$ cat config.mk
export PLATFORM = sky130hd
export DESIGN_NAME = alu_arbiter
export DESIGN_NICKNAME = d
export VERILOG_FILES = /design/src/rtl/alu_arbiter.sv
export SDC_FILE = /design/constraint.sdc
export NUM_CORES = 1
export LEC_CHECK = 0
export ABC_AREA = 1
export BUFFER_PORTS_ARGS = -buffer_cell sky130_fd_sc_hd__clkbuf_2
export CORE_ASPECT_RATIO = 1.25
export CORE_MARGIN = 1.5
export CORE_UTILIZATION = 30
export CTS_BUF_LIST = sky130_fd_sc_hd__clkbuf_4
export DETAILED_ROUTE_END_ITERATION = 8
export GPL_TIMING_DRIVEN = 1
export MAX_ROUTING_LAYER = met4
export SYNTH_ARGS = -nofsm -noshare
export SYNTH_HDL_FRONTEND = slang
export SYNTH_SLANG_ARGS = --single-unit
$ cat constraint.sdc
create_clock -name clock -period 2.9 [get_ports clock]
set_input_delay 0.145 -clock clock [delete_from_list [all_inputs] [get_ports clock]]
set_output_delay 0.145 -clock clock [all_outputs]
set_load 0.03 [all_outputs]
$ cat src/rtl/alu_arbiter.sv
// Two-requester round-robin front end for a single shared 8-bit ALU, one operation in flight.
// Optional feature macro ALU_ARB_DIV0_TRAP_EN: DIV by zero is answered locally without using the ALU.

package alu_arbiter_pkg;
  localparam int unsigned DW = 8;

  typedef enum logic [2:0] {
    ALU_ADD = 3'd0,
    ALU_SUB = 3'd1,
    ALU_AND = 3'd2,
    ALU_OR  = 3'd3,
    ALU_XOR = 3'd4,
    ALU_MUL = 3'd5,
    ALU_DIV = 3'd6
  } alu_op_e;

  typedef enum logic [1:0] {
    FLAG_ZERO      = 2'd0,
    FLAG_NONE      = 2'd1,
    FLAG_CARRY     = 2'd2,
    FLAG_REMAINDER = 2'd3
  } alu_flag_e;
endpackage

module alu_arbiter
  import alu_arbiter_pkg::*;
#(
  parameter int unsigned RR_INIT = 0
) (
  input  logic          clock,
  input  logic          reset_n,
  input  logic          req0_valid,
  output logic          req0_ready,
  input  alu_op_e       req0_op,
  input  logic [DW-1:0] req0_a,
  input  logic [DW-1:0] req0_b,
  input  logic          req1_valid,
  output logic          req1_ready,
  input  alu_op_e       req1_op,
  input  logic [DW-1:0] req1_a,
  input  logic [DW-1:0] req1_b,
  output logic          rsp0_valid,
  input  logic          rsp0_ready,
  output logic [DW-1:0] rsp0_result,
  output alu_flag_e     rsp0_flag,
  output logic          rsp0_err,
  output logic          rsp1_valid,
  input  logic          rsp1_ready,
  output logic [DW-1:0] rsp1_result,
  output alu_flag_e     rsp1_flag,
  output logic          rsp1_err,
  output logic          alu_enable,
  output alu_op_e       alu_op,
  output logic [DW-1:0] alu_register1,
  output logic [DW-1:0] alu_register2,
  input  logic [DW-1:0] alu_result,
  input  alu_flag_e     alu_flag
);

  typedef enum logic [1:0] {IDLE, ISSUE, CAPTURE, RESPOND} state_e;

  state_e        state_q, state_d;
  logic          rr_q, rr_d;
  logic          owner_q, owner_d;
  logic          en_q, en_d;
  logic          err_q, err_d;
  alu_op_e       op_q, op_d;
  logic [DW-1:0] a_q, a_d;
  logic [DW-1:0] b_q, b_d;
  logic [DW-1:0] res_q, res_d;
  alu_flag_e     flag_q, flag_d;
  logic [1:0]    rsp_valid_q, rsp_valid_d;

  logic [1:0]    ready_c;
  logic          gnt_c;
  alu_op_e       sel_op_c;
  logic [DW-1:0] sel_a_c;
  logic [DW-1:0] sel_b_c;
  logic          trap_c;

  // Requester selection: a lone requester wins, a tie goes to the round-robin pointer.
  always_comb begin
    gnt_c    = (req0_valid && req1_valid) ? rr_q : req1_valid;
    sel_op_c = gnt_c ? req1_op : req0_op;
    sel_a_c  = gnt_c ? req1_a  : req0_a;
    sel_b_c  = gnt_c ? req1_b  : req0_b;
`ifdef ALU_ARB_DIV0_TRAP_EN
    trap_c   = (sel_op_c == ALU_DIV) && (sel_b_c == '0);
`else
    trap_c   = 1'b0;
`endif
  end

  always_comb begin
    state_d     = state_q;
    rr_d        = rr_q;
    owner_d     = owner_q;
    op_d        = op_q;
    a_d         = a_q;
    b_d         = b_q;
    res_d       = res_q;
    flag_d      = flag_q;
    err_d       = err_q;
    en_d        = 1'b0;
    rsp_valid_d = rsp_valid_q;
    ready_c     = '0;
    unique case (state_q)
      IDLE: begin
        // Ready is suppressed while reset is held so no grant precedes the first live edge.
        if (reset_n && (req0_valid || req1_valid)) begin
          ready_c = gnt_c ? 2'b10 : 2'b01;
          rr_d    = ~rr_q;
          owner_d = gnt_c;
          if (trap_c) begin
            res_d       = '1;
            flag_d      = FLAG_NONE;
            err_d       = 1'b1;
            rsp_valid_d = ready_c;
            state_d     = RESPOND;
          end else begin
            op_d    = sel_op_c;
            a_d     = sel_a_c;
            b_d     = sel_b_c;
            state_d = ISSUE;
          end
        end
      end
      ISSUE: begin
        en_d    = 1'b1;
        state_d = CAPTURE;
      end
      CAPTURE: begin
        res_d       = alu_result;
        flag_d      = alu_flag;
        err_d       = 1'b0;
        rsp_valid_d = owner_q ? 2'b10 : 2'b01;
        state_d     = RESPOND;
      end
      RESPOND: begin
        if (owner_q ? rsp1_ready : rsp0_ready) begin
          rsp_valid_d = '0;
          err_d       = 1'b0;
          state_d     = IDLE;
        end
      end
      default: state_d = IDLE;
    endcase
  end

  always_ff @(posedge clock or negedge reset_n) begin
    if (!reset_n) begin
      state_q     <= IDLE;
      rr_q        <= 1'(RR_INIT);
      owner_q     <= 1'b0;
      en_q        <= 1'b0;
      err_q       <= 1'b0;
      op_q        <= ALU_ADD;
      a_q         <= '0;
      b_q         <= '0;
      res_q       <= '0;
      flag_q      <= FLAG_ZERO;
      rsp_valid_q <= '0;
    end else begin
      state_q     <= state_d;
      rr_q        <= rr_d;
      owner_q     <= owner_d;
      en_q        <= en_d;
      err_q       <= err_d;
      op_q        <= op_d;
      a_q         <= a_d;
      b_q         <= b_d;
      res_q       <= res_d;
      flag_q      <= flag_d;
      rsp_valid_q <= rsp_valid_d;
    end
  end

  assign req0_ready    = ready_c[0];
  assign req1_ready    = ready_c[1];
  assign rsp0_valid    = rsp_valid_q[0];
  assign rsp1_valid    = rsp_valid_q[1];
  assign rsp0_result   = res_q;
  assign rsp1_result   = res_q;
  assign rsp0_flag     = flag_q;
  assign rsp1_flag     = flag_q;
  assign rsp0_err      = err_q & rsp_valid_q[0];
  assign rsp1_err      = err_q & rsp_valid_q[1];
  assign alu_enable    = en_q;
  assign alu_op        = op_q;
  assign alu_register1 = a_q;
  assign alu_register2 = b_q;

endmodule

==> results by stage, run 1 <==
Worst hold path:
- The worst hold path terminates at rsp0_result[4].
- The cell depth of the worst hold path is 3.
- The worst hold path begins at alu_result[4].
- The min-delay analysis places its worst path in the category in -> reg.

Route:
- For this run, the detailed router's first-pass iteration total came to 4.
- Once detail routing completed, the nets flagged for antenna violations numbered 0.
- Using the TritonRoute via totals, the vias-per-cell ratio works out to 4.138.
- The wire length per cell after detailed routing is 10.88 µm.
- The first routing iteration left 60 violations.
- The DRC violation count after routing is 0.
- The total via count in the routed design is 1771.
- The total length of routed wires is 4658 µm.

Place:
- Summing all placed instances gives a cell area of 2384 µm².
- The port buffer count is 97.
- The post-detailed-placement half-perimeter wirelength is 3489 µm.
- The final RePlAce weighted congestion is 0.7463.
- OpenSTA, run right after detailed placement, puts the worst setup slack at 1068 ps.

CTS:
- The count of hold-fix buffers inserted at cts is 9.
- The latest clock arrival within the worst-skew pair is 330 ps.
- The clock buffer count from CTS is 5.
- The CTS root buffer is sky130_fd_sc_hd__clkbuf_4.
- The number of instances resized during post-cts repair is 0.
- The clock passes through at most 2 buffers.
- The CTS sink count is 36.
- The TritonCTS clock tree is done.
- The depth of the CTS H-tree is 2.
- The total setup buffers inserted after CTS is 0.
- After clock tree synthesis, the clock-pin slew on the worst setup and hold paths is 110 ps.

Floorplan:
- The I/O pin total is 100.
- The placeable core region is 6246 µm².
- The height of the die is 93.62 µm.
- Row generation in the floorplan step produced 32 rows.
- The total die area is 7067 µm².
- The initial utilization of the core area, before any placement, comes to 0.3155.
- The floorplan step set the die width to 75.49 µm.

Yosys:
- The number of synthesized register bits is 36.
- The cell count after synthesis is 250.
- Dividing the synthesized area by the synthesized cell count gives 7.883 µm².
- The synthesized netlist contains 19 unique library cells.
- The total number of yosys warnings is 0.
- Summing every instance area after synthesis gives 1971 µm².
- The portion of the post-synthesis area used by sequential elements is 0.4571.

Global routing:
- The number of antenna violations at the first check in global routing is 0.
- The via count of the first global-routing pass is 1774.
- The total routing resource utilization after global routing is 0.1464.
- The leftover overflow at the end of global routing is 0.
- The largest net degree at the start of global routing is 36.
- The global-route wire length before repair is 7665 µm.

Worst setup path:
- The worst register-to-register path begins at state_q[0].
- The most numerous cell type found on the critical path is sky130_fd_sc_hd__inv_1.
- The startpoint of the worst setup timing path is state_q[0].
- The setup check on the worst reg-to-reg path leaves a slack of 1200 ps.
- At the worst endpoint, the required time is 2760 ps.
- The worst path arrival time is 2040 ps.
- The largest individual stage delay along the critical path comes from the cell sky130_fd_sc_hd__nor2_4.
- By startpoint and endpoint, the worst setup path is classified as reg -> out.
- The worst setup path is launched from a flop.
- STA classifies the critical path endpoint as an output port.
- The worst stage delay on the critical path is 430 ps.
- The signal on the critical path passes through inv_1 -> ha_1 -> inv_1 -> nor2_4 -> nand2_1 -> inv_1 -> clkbuf_2.
- The depth of the worst register-to-register path is 7.
- The largest driver fanout on the critical path is 22.
- In this run the critical register-to-register path is captured at rsp_valid_q[1].

Finish:
- The final layout contains 402 nets.
- The cell area after layout is 2524 µm².
- Summing all multi-input logic gate instances after layout gives 834.6 µm².
- The number of diodes is 0.
- Fill cells in the final layout number 684.
- The area occupied by registers is 900.9 µm².
- The fraction of final layout cells sized beyond drive strength 1 is 0.3557.
- At the end of the flow the core is filled with cells to 0.4040.
- Relative to the synthesized area, the layout overhead comes to 28.06%.

Pwr:
- The leakage dissipation is 1.539 nW.
- Power comes to 2.649 mW.
- The cell area power density is 1050 nW/µm².
- The worst-case IR drop observed on VDD is 0.5142 mV.

STA:
- The max-slew violation count is 0.
- Setup repair after global routing left no endpoint under its margin.
- Timing would allow up to 0.4574 GHz.
- Across the routed clock network, the largest skew measured is 10.95 ps.
- The number of endpoints failing setup at the final stage is 0.
- Dividing the final minimum period by the clock period gives 0.7539.
- The aggregate negative setup slack is 0 ps.
- The final critical-path setup slack is 713.8 ps.
- At the pin with the least slew margin, the transition time is 857.2 ps.
- The hold violation total from the final report is 0.
- The routed design could run at a clock period as short as 2186 ps.
- Measured against its own limit, the worst slew margin works out to 0.4269.

Run status:
- The flow ran to the end, and the final reports show no timing, DRC or antenna violations.

Run:
- The number of max-cap violations is 0.
-- critical path, delay by kind of cell, from the launching register on --
| kind | cells | cell delay [ps] |
|---|---|---|
| AND/OR/NAND/NOR | 2 | 590 |
| buffers and inverters | 4 | 480 |
| adder cells (fa/ha/maj) | 1 | 220 |
| flip-flops | 1 | 420 |
-- cell type report --
class	count	share of cell area
Multi-Input combinational cell	182	0.3307
Timing Repair Buffer	109	0.2370
Sequential cell	36	0.3570
Inverter	9	0.01339
Clock buffer	6	0.01785
Clock inverter	1	0.001983
Tap cell	85	0.04214
-- sequential cells by signal (all words and copies together), names as in the netlist --
register	flops
alu_register1	8
alu_register2	8
rsp0_result	8
alu_op	3
rsp0_flag	2
rsp_valid_q	2
state_q	2
alu_enable	1
owner_q	1
rr_q	1
-- layout by cell type, fill, tap and decap left out, types with 2 or more instances in the layout --
cell type                       count
sky130_fd_sc_hd__clkbuf_2          97
sky130_fd_sc_hd__dlygate4sd3_1      9
sky130_fd_sc_hd__ha_1               5
sky130_fd_sc_hd__conb_1             2
sky130_fd_sc_hd__nand2_1          144
sky130_fd_sc_hd__buf_4              3
sky130_fd_sc_hd__clkbuf_4           6
sky130_fd_sc_hd__nand3_1           14
sky130_fd_sc_hd__inv_1              9
sky130_fd_sc_hd__dfrtp_1           36
sky130_fd_sc_hd__nand3_2           10
-- stage by stage --
stage	cells	hold slack (ps)
final	428	18.45
after global routing	428	21.43
after CTS	428	0.7440
after detailed placement	412	-40.71
after global placement	412	-37.20
after floorplan	251	-150.6
-- worst max-delay path by stage --
| stage | depth (start not counted) | endpoint | slack (ps) |
|---|---|---|---|
| 6_report | 7 | req1_ready | 710 |
| 5_1_grt | 7 | req1_ready | 470 |
| 4_1_cts | 7 | req1_ready | 690 |
| 3_5_place_dp | 7 | req1_ready | 1070 |
| 3_3_place_gp | 7 | req1_ready | 1150 |
| 2_1_floorplan | 5 | req0_ready | 1390 |
-- routing by layer --
layer / part of all wire / track usage
met1: 0.42 / 0.1541
met5: 0 / -
met4: 0.014 / 0.04911
met3: 0.045 / 0.02263
met2: 0.52 / 0.2697
-- where the power goes --
group,switching (mW),internal [mW],total (mW)
clock network,0.157,0.0988,0.256
registers,0.153,0.739,0.891
logic,1.08,0.425,1.50
-- cells in the mapped netlist --
library cell / number / area share
sky130_fd_sc_hd__dfrtp_1: 36 / 0.46
sky130_fd_sc_hd__conb_1: 1 / 0.0019
sky130_fd_sc_hd__inv_1: 9 / 0.017
sky130_fd_sc_hd__nor2_4: 1 / 0.0057
sky130_fd_sc_hd__o211ai_2: 1 / 0.0063
sky130_fd_sc_hd__buf_2: 3 / 0.0076
sky130_fd_sc_hd__nand3_1: 14 / 0.036
sky130_fd_sc_hd__buf_6: 4 / 0.023
sky130_fd_sc_hd__clkbuf_1: 2 / 0.0038
sky130_fd_sc_hd__buf_4: 13 / 0.050
sky130_fd_sc_hd__buf_12: 2 / 0.020
sky130_fd_sc_hd__ha_1: 5 / 0.032
sky130_fd_sc_hd__o21ai_0: 1 / 0.0025
sky130_fd_sc_hd__or2_2: 1 / 0.0032
sky130_fd_sc_hd__o21ai_2: 1 / 0.0044
sky130_fd_sc_hd__nor2_1: 1 / 0.0019
sky130_fd_sc_hd__nand2_2: 1 / 0.0032
sky130_fd_sc_hd__nand2_1: 144 / 0.27
sky130_fd_sc_hd__nand3_2: 10 / 0.051
-- logic make-up (layout without fill, tap and decap cells) --
family,count (synthesis),in the layout,share of synthesized area
simple gates,172,172,0.3746
flops,36,36,0.4571
buf+inv,33,125,0.1213
fa+ha+maj,5,5,0.03175
compound gates,3,3,0.01333
other cells,1,2,0.001903
Note: power is estimated with default switching activity, not from simulation.
==> run 2, diff against run 1 <==
==> constraint.sdc (replaced) <==
create_clock -name clock -period 2.3 [get_ports clock]
set_input_delay 0.115 -clock clock [delete_from_list [all_inputs] [get_ports clock]]
set_output_delay 0.115 -clock clock [all_outputs]
set_load 0.03 [all_outputs]
==> run 2 against run 1 <==
Global-route usage increased by 0.34 points. Final cell count increased by 1.4%. Count of clock-buffer cells in the layout decreased by 1. Utilization increased by 0.86 points. Hold slack improved by 23 ps. Die area unchanged. Power increased by 28%. Sequential power increased by 26%. Clock power increased by 36%. Critical path depth unchanged. Routed wire length increased by 1.4%. Critical path type unchanged. Critical endpoint unchanged. Largest cell class unchanged.
==> results by stage, run 2 (same netlist as run 1, synthesis figures left out) <==
Worst setup path:
- The critical path ends at req1_ready.
- The worst path arrival time is 1720 ps.
- The setup slack of the worst register-to-register path is 680 ps.
- The worst stage delay on the critical path is 370 ps.
- STA classifies the critical path endpoint as an output port.
- STA classifies the critical path startpoint as a flop.
- The start of the worst register-to-register path is state_q[0].
- By instance count, the cell type seen most on the critical path is sky130_fd_sc_hd__inv_1.
- The most critical setup path has its startpoint at rr_q.
- The worst register-to-register path has a depth of 7.
- The class of the most critical setup path is reg -> out.
- The worst register-to-register path ends at rsp_valid_q[1].
- The signal on the critical path passes through inv_1 -> nand2_2 -> nand2_1 -> inv_1 -> nand2_1 -> inv_1 -> clkbuf_2.
- Of all nets on the critical path, the largest fanout is 20.
- The required time of the critical path is 2180 ps.
- The master of the slowest instance on the critical path is sky130_fd_sc_hd__dfrtp_1.

STA:
- The hold violation total from the final report is 0.
- The post-route minimum period is 1833 ps.
- The aggregate negative setup slack is 0 ps.
- The max-slew violation count is 0.
- The number of endpoints failing setup at the final stage is 0.
- The final critical-path share of the clock period is 0.7972.
- The clock arrives with 16.24 ps of skew.
- The maximum operating frequency is 0.5454 GHz.
- Setup repair after global routing left no endpoint under its margin.

Global routing:
- The via count of the first global-routing pass is 1734.
- The number of antenna violations at the first check in global routing is 0.
- For this run the aggregate overflow at the end of global routing stands at 0.
- The global-route wire length before repair is 7879 µm.
- The total routing resource utilization after global routing is 0.1497.
- The largest net degree at the start of global routing is 21.

Finish:
- The final layout net count is 407.
- At the end of the flow the core is filled with cells to 0.4127.
- Leaving out fill and tap cells, the most frequent cell in the layout is sky130_fd_sc_hd__nand2_1.
- Of the cells placed in the final design, the portion with a size suffix greater than 1 is 0.3610.
- The top cell types in the final layout, fill and taps aside, are sky130_fd_sc_hd__nand2_1, sky130_fd_sc_hd__clkbuf_2, sky130_fd_sc_hd__dfrtp_1, sky130_fd_sc_hd__nand3_1, sky130_fd_sc_hd__dlygate4sd3_1.
- The area growth from synthesis to layout is 30.79%.
- Counting the fill cells in the layout gives 687.
- 0 antenna diodes ended up in the layout.

Place:
- The final RePlAce weighted congestion is 0.7624.
- The post-detailed-placement half-perimeter wirelength is 3580 µm.
- Port buffering added 97 buffers.

Floorplan:
- The placeable core region is 6246 µm².
- The initial core utilization is 0.3155.
- The total die area is 7067 µm².
- The die is 75.49 µm wide.
- The row count is 32.
- From bottom edge to top edge, the die measures 93.62 µm.
- Pin placement for this block handled 100 I/O pins.

CTS:
- Clock tree synthesis found a total of 36 sinks.
- The depth of the CTS H-tree is 2.
- The TritonCTS clock tree is done.
- The latest clock arrival within the worst-skew pair is 340 ps.
- Counting the buffers created by CTS gives 5.
- The number of instances resized during post-cts repair is 0.
- The CTS root buffer is sky130_fd_sc_hd__clkbuf_4.
- The maximum clock insertion buffer count is 2.
- Clock-pin slew was measured on the worst setup and hold paths at 120 ps.

Route:
- The total via count in the routed design is 1794.
- The DRC marker count from the first detailed-route iteration is 64.
- In the routed design, unresolved DRC markers number 0.
- The number of detailed-route iterations in the first pass is 4.
- The wire length per cell after detailed routing is 10.88 µm.
- The antenna violation net count after detailed routing is 0.
- The average vias per placed instance is 4.134.
- The total length of routed wires is 4722 µm.

Pwr:
- In this run the power density over the cells is 1313 nW/µm².
- The leakage dissipation is 1.557 nW.
- VDD sags by at most 0.6431 mV.

Worst hold path:
- The path category of the worst min-delay check is in -> reg.

Run status:
- The run finished with clean final reports.

Run:
- The tool flagged a number of max-cap violations equal to 0.
==> run 2: changes by cell type in the layout (fill, tap and decap cells not counted), sizes merged <==
| cell | change |
|---|---|
| clkbuf | -1 |
| clkinvlp | +2 |
| dlygate4sd3 | +2 |
| buf | +3 |
==> run 2: per-stage QoR <==
stage          cells  total power [mW]  hold slack [ps]  instance area [µm²]  setup slack [ps]
2_1_floorplan    251             2.638           -180.6                 1974             818.4
6_report         434             3.384            41.43                 2577             466.5
5_1_grt          434             3.679            39.15                 2577             285.0
4_1_cts          434             3.437            30.46                 2577             434.7
3_5_place_dp     415             3.062           -57.55                 2406             651.7
3_3_place_gp     415             3.025           -59.76                 2406             656.5
==> run 2: metal layers <==
layer | global-route usage | routed length [µm]
met1 | 0.1731 | 2006
met2 | 0.2573 | 2443
met3 | 0.02694 | 196
met4 | 0.04911 | 75
met5 | - | 0
==> run 2: critical path, delay by kind of cell (launching register included) <==
family	cells	cell delay (ps)
DFF	1	370
buffers and inverters	4	420
and+or+nand+nor	3	570
==> run 2: power by group <==
group	internal, mW	switching, mW
Sequential	0.931	0.193
Combinational	0.549	1.36
Clock	0.120	0.227
==> run 2: worst min path at each step <==
stage	slack, ps	cells past startpoint	start	to
6_report	40	5	req0_b[3]	alu_register2[3]
5_1_grt	40	5	req0_a[5]	alu_register1[5]
4_1_cts	30	5	req0_b[2]	alu_register2[2]
3_5_place_dp	-60	1	reset_n	rr_q
3_3_place_gp	-60	1	reset_n	rr_q
2_1_floorplan	-180	0	reset_n	alu_enable
==> run 2: cell type report <==
| type | count | area [µm²] | area share |
|---|---|---|---|
| Clock inverter | 3 | 23.77 | 0.009223 |
| Clock buffer | 5 | 37.54 | 0.01456 |
| Sequential cell | 36 | 900.9 | 0.3495 |
| Tap cell | 85 | 106.4 | 0.04126 |
| Multi-Input combinational cell | 182 | 834.6 | 0.3238 |
| Inverter | 9 | 33.78 | 0.01311 |
| Timing Repair Buffer | 114 | 640.6 | 0.2485 |
==> run 2: timing repair <==
action                                 in CTS  in global routing
hold buffers                               11                  0
endpoints found under the hold margin      46                  0
buffers inserted                            0                  0
==> run 3, diff against run 2 <==
==> constraint.sdc (replaced) <==
create_clock -name clock -period 1.5 [get_ports clock]
set_input_delay 0.075 -clock clock [delete_from_list [all_inputs] [get_ports clock]]
set_output_delay 0.075 -clock clock [all_outputs]
set_load 0.03 [all_outputs]
==> run 3 against run 2 <==
Routed wire length is 7.2% higher. Combinational power is 72% higher. Clock power up 100%. Critical endpoint unchanged. Largest power group unchanged.
==> results by stage, run 3 (same netlist as run 1, synthesis figures left out) <==
Run status:
- The flow ran to the end, and the final reports show no timing, DRC or antenna violations.

Worst setup path:
- The critical path is of the reg -> out type.
- The largest driver fanout on the critical path is 3.
- For the worst flop-to-flop path, the logic depth is 7.
- The largest individual stage delay along the critical path comes from the cell sky130_fd_sc_hd__dfrtp_1.
- The critical path goes through inv_2 -> ha_4 -> inv_2 -> nor2_4 -> nand2_2 -> inv_2 -> buf_8.
- The worst path arrival time is 1410 ps.
- The worst register-to-register path has a setup slack of 70 ps.
- The required time of the critical path is 1420 ps.
- The launching element type of the critical path is a flop.
- The cell that appears most often on the critical path is sky130_fd_sc_hd__inv_2.
- Grouping stages by cell kind, the critical path spends the most delay in flip-flops.
- The start of the worst register-to-register path is state_q[0].
- Together, buffers and inverters on the worst path number 4.
- On the worst path, the slowest cell contributes a delay of 410 ps.
- The endpoint identified for the worst register-to-register timing path is state_q[0].
- STA classifies the critical path endpoint as an output port.

Finish:
- Leaving out fill and tap cells, the most frequent cells in the layout are sky130_fd_sc_hd__nand2_1, sky130_fd_sc_hd__clkbuf_2, sky130_fd_sc_hd__dfrtp_1, sky130_fd_sc_hd__buf_4, sky130_fd_sc_hd__nand3_1.
- The final layout net count is 423.
- After routing the design area is 2760 µm².
- The area of the multi-input gates is 854.6 µm².
- The number of diodes is 0.
- The area occupied by registers is 900.9 µm².
- The final standard cell utilization of the core is 0.4419.
- The filler-free cell count of the finished design is 450.
- The fraction of final layout cells sized beyond drive strength 1 is 0.4055.
- The library cell used most frequently in the layout, excluding fill and tap cells, is sky130_fd_sc_hd__nand2_1.
- The number of fill cells is 681.
- From synthesis to final layout, the design area changed by 40.06%.

Global routing:
- The total routing resource utilization after global routing is 0.1553.
- The number of antenna violations at the first check in global routing was 0.
- The first global-routing pass estimated 8100 µm of wire.
- For this run the aggregate overflow at the end of global routing stands at 0.
- The largest net degree at the start of global routing is 37.
- The via count of the first global-routing pass is 1769.

Place:
- The port buffer count is 97.
- The final RePlAce weighted congestion is 0.7150.
- Before CTS, the worst setup slack after placement is 175.4 ps.
- Once placement completed, the tool counted placed cells totaling 419.
- The wire-length estimate of the detail-placed layout is 3532 µm.
- The cell area after placement is 2436 µm².

Route:
- In the routed design, unresolved DRC markers number 0.
- The detailed router finished its first iteration with 68 violations.
- The average vias per placed instance is 4.140.
- The detail route stage leaves a number of antenna-violating nets equal to 0.
- The wire length per cell after detailed routing is 11.24 µm.
- The detailed router placed 1863 vias in this run.
- The first TritonRoute pass finished after 4 iterations.
- The total length of routed wires is 5060 µm.

Pwr:
- Power comes to 5.699 mW.
- The cell area power density is 2065 nW/µm².
- VDD sags by at most 1.095 mV.
- For this design the static power due to leakage is 1.651 nW.

Floorplan:
- The die extent in x is 75.49 µm.
- The total die area is 7067 µm².
- The height of the die is 93.62 µm.
- For this configuration, the core starts out at a cell density of 0.3155.
- The row count is 32.
- The total area inside the core boundary comes to 6246 µm².
- Pin placement for this block handled 100 I/O pins.

STA:
- Setup repair after global routing could not meet its margin everywhere.
- The aggregate negative setup slack is 0 ps.
- The worst hold-check slack is 17.61 ps.
- The final critical-path share of the clock period is 0.9901.
- The maximum operating frequency is 0.6734 GHz.
- The hold violation total from the final report is 0.
- For the finished layout, the period the worst path requires is 1485 ps.
- Once routing completed, OpenROAD measured the worst setup slack at 14.92 ps.
- The max-slew violation count is 0.
- The number of endpoints failing setup at the final stage is 0.
- Clock skew on the completed layout was measured at 12.68 ps.

Worst hold path:
- The cell depth of the worst hold path is 5.
- The end of the worst hold path is alu_register2[3].
- The tightest min-delay check is of the in -> reg type.
- In this run the most critical hold path is launched from req0_b[3].

Run:
- Max-cap violations in this run came to 0.

CTS:
- The maximum clock insertion buffer count is 2.
- The clock reaches the later pin of the worst-skew pair after 340 ps.
- After clock tree synthesis, the clock-pin slew on the worst setup and hold paths is 120 ps.
- The depth of the CTS H-tree is 2.
- Buffers inserted during clock tree synthesis total 5.
- The CTS sink count is 36.
- TritonCTS built the clock tree.
- The CTS root buffer is sky130_fd_sc_hd__clkbuf_4.
## run 3: changes by cell type in the layout (fill, tap and decap cells not counted), sizes merged
cell | before | now
clkinvlp | 2 | 0
dlygate4sd3 | 11 | 13
buf | 6 | 21
bufinv | 0 | 1
## run 3: final cells by class
class | count | area share
Multi-Input combinational cell | 182 | 0.3096
Sequential cell | 36 | 0.3264
Inverter | 9 | 0.01224
Timing Repair Buffer | 130 | 0.2842
Tap cell | 85 | 0.03853
Clock inverter | 2 | 0.01269
Clock buffer | 6 | 0.01632
## run 3: worst reg2reg max path, delay by kind of cell, from the launching register on
| kind | cells | cell delay (ps) |
|---|---|---|
| adders and majority gates | 1 | 180 |
| and+or+nand+nor | 3 | 440 |
| buffers and inverters | 3 | 330 |
| DFF | 1 | 390 |
## run 3: routing by layer
layer  track usage  vias to the layer above  wire (µm)
met2        0.2690                       60       2638
met3       0.03017                        5        211
met1        0.1689                      820       2137
li1              -                      978          -
met5             -                        -          0
met4       0.06696                        0         73
## run 3: worst max path at each step
stage | to | depth (start not counted) | start | slack, ps
6_report | req1_ready | 7 | state_q[0] | 10
4_1_cts | req0_ready | 5 | state_q[1] | -20
3_3_place_gp | req1_ready | 7 | state_q[0] | 200
5_1_grt | req1_ready | 7 | state_q[0] | -60
3_5_place_dp | req1_ready | 7 | state_q[0] | 180
2_1_floorplan | req0_ready | 5 | state_q[0] | 60
## run 3: repair_timing
action                                 in CTS  in global routing
gates resized for setup                     9                  5
endpoints found under the hold margin      48                  0
buffers inserted                            6                  4
pin swaps                                   3                  3
hold buffers                               13                  0
setup endpoints to repair                   2                  2
## run 3: where the power goes
| part | total (mW) | switching (mW) | internal [mW] |
|---|---|---|---|
| sequential | 1.71 | 0.285 | 1.43 |
| clock | 0.701 | 0.333 | 0.368 |
| combinational | 3.28 | 2.20 | 1.08 |
| total | 5.70 | 2.82 | 2.88 |
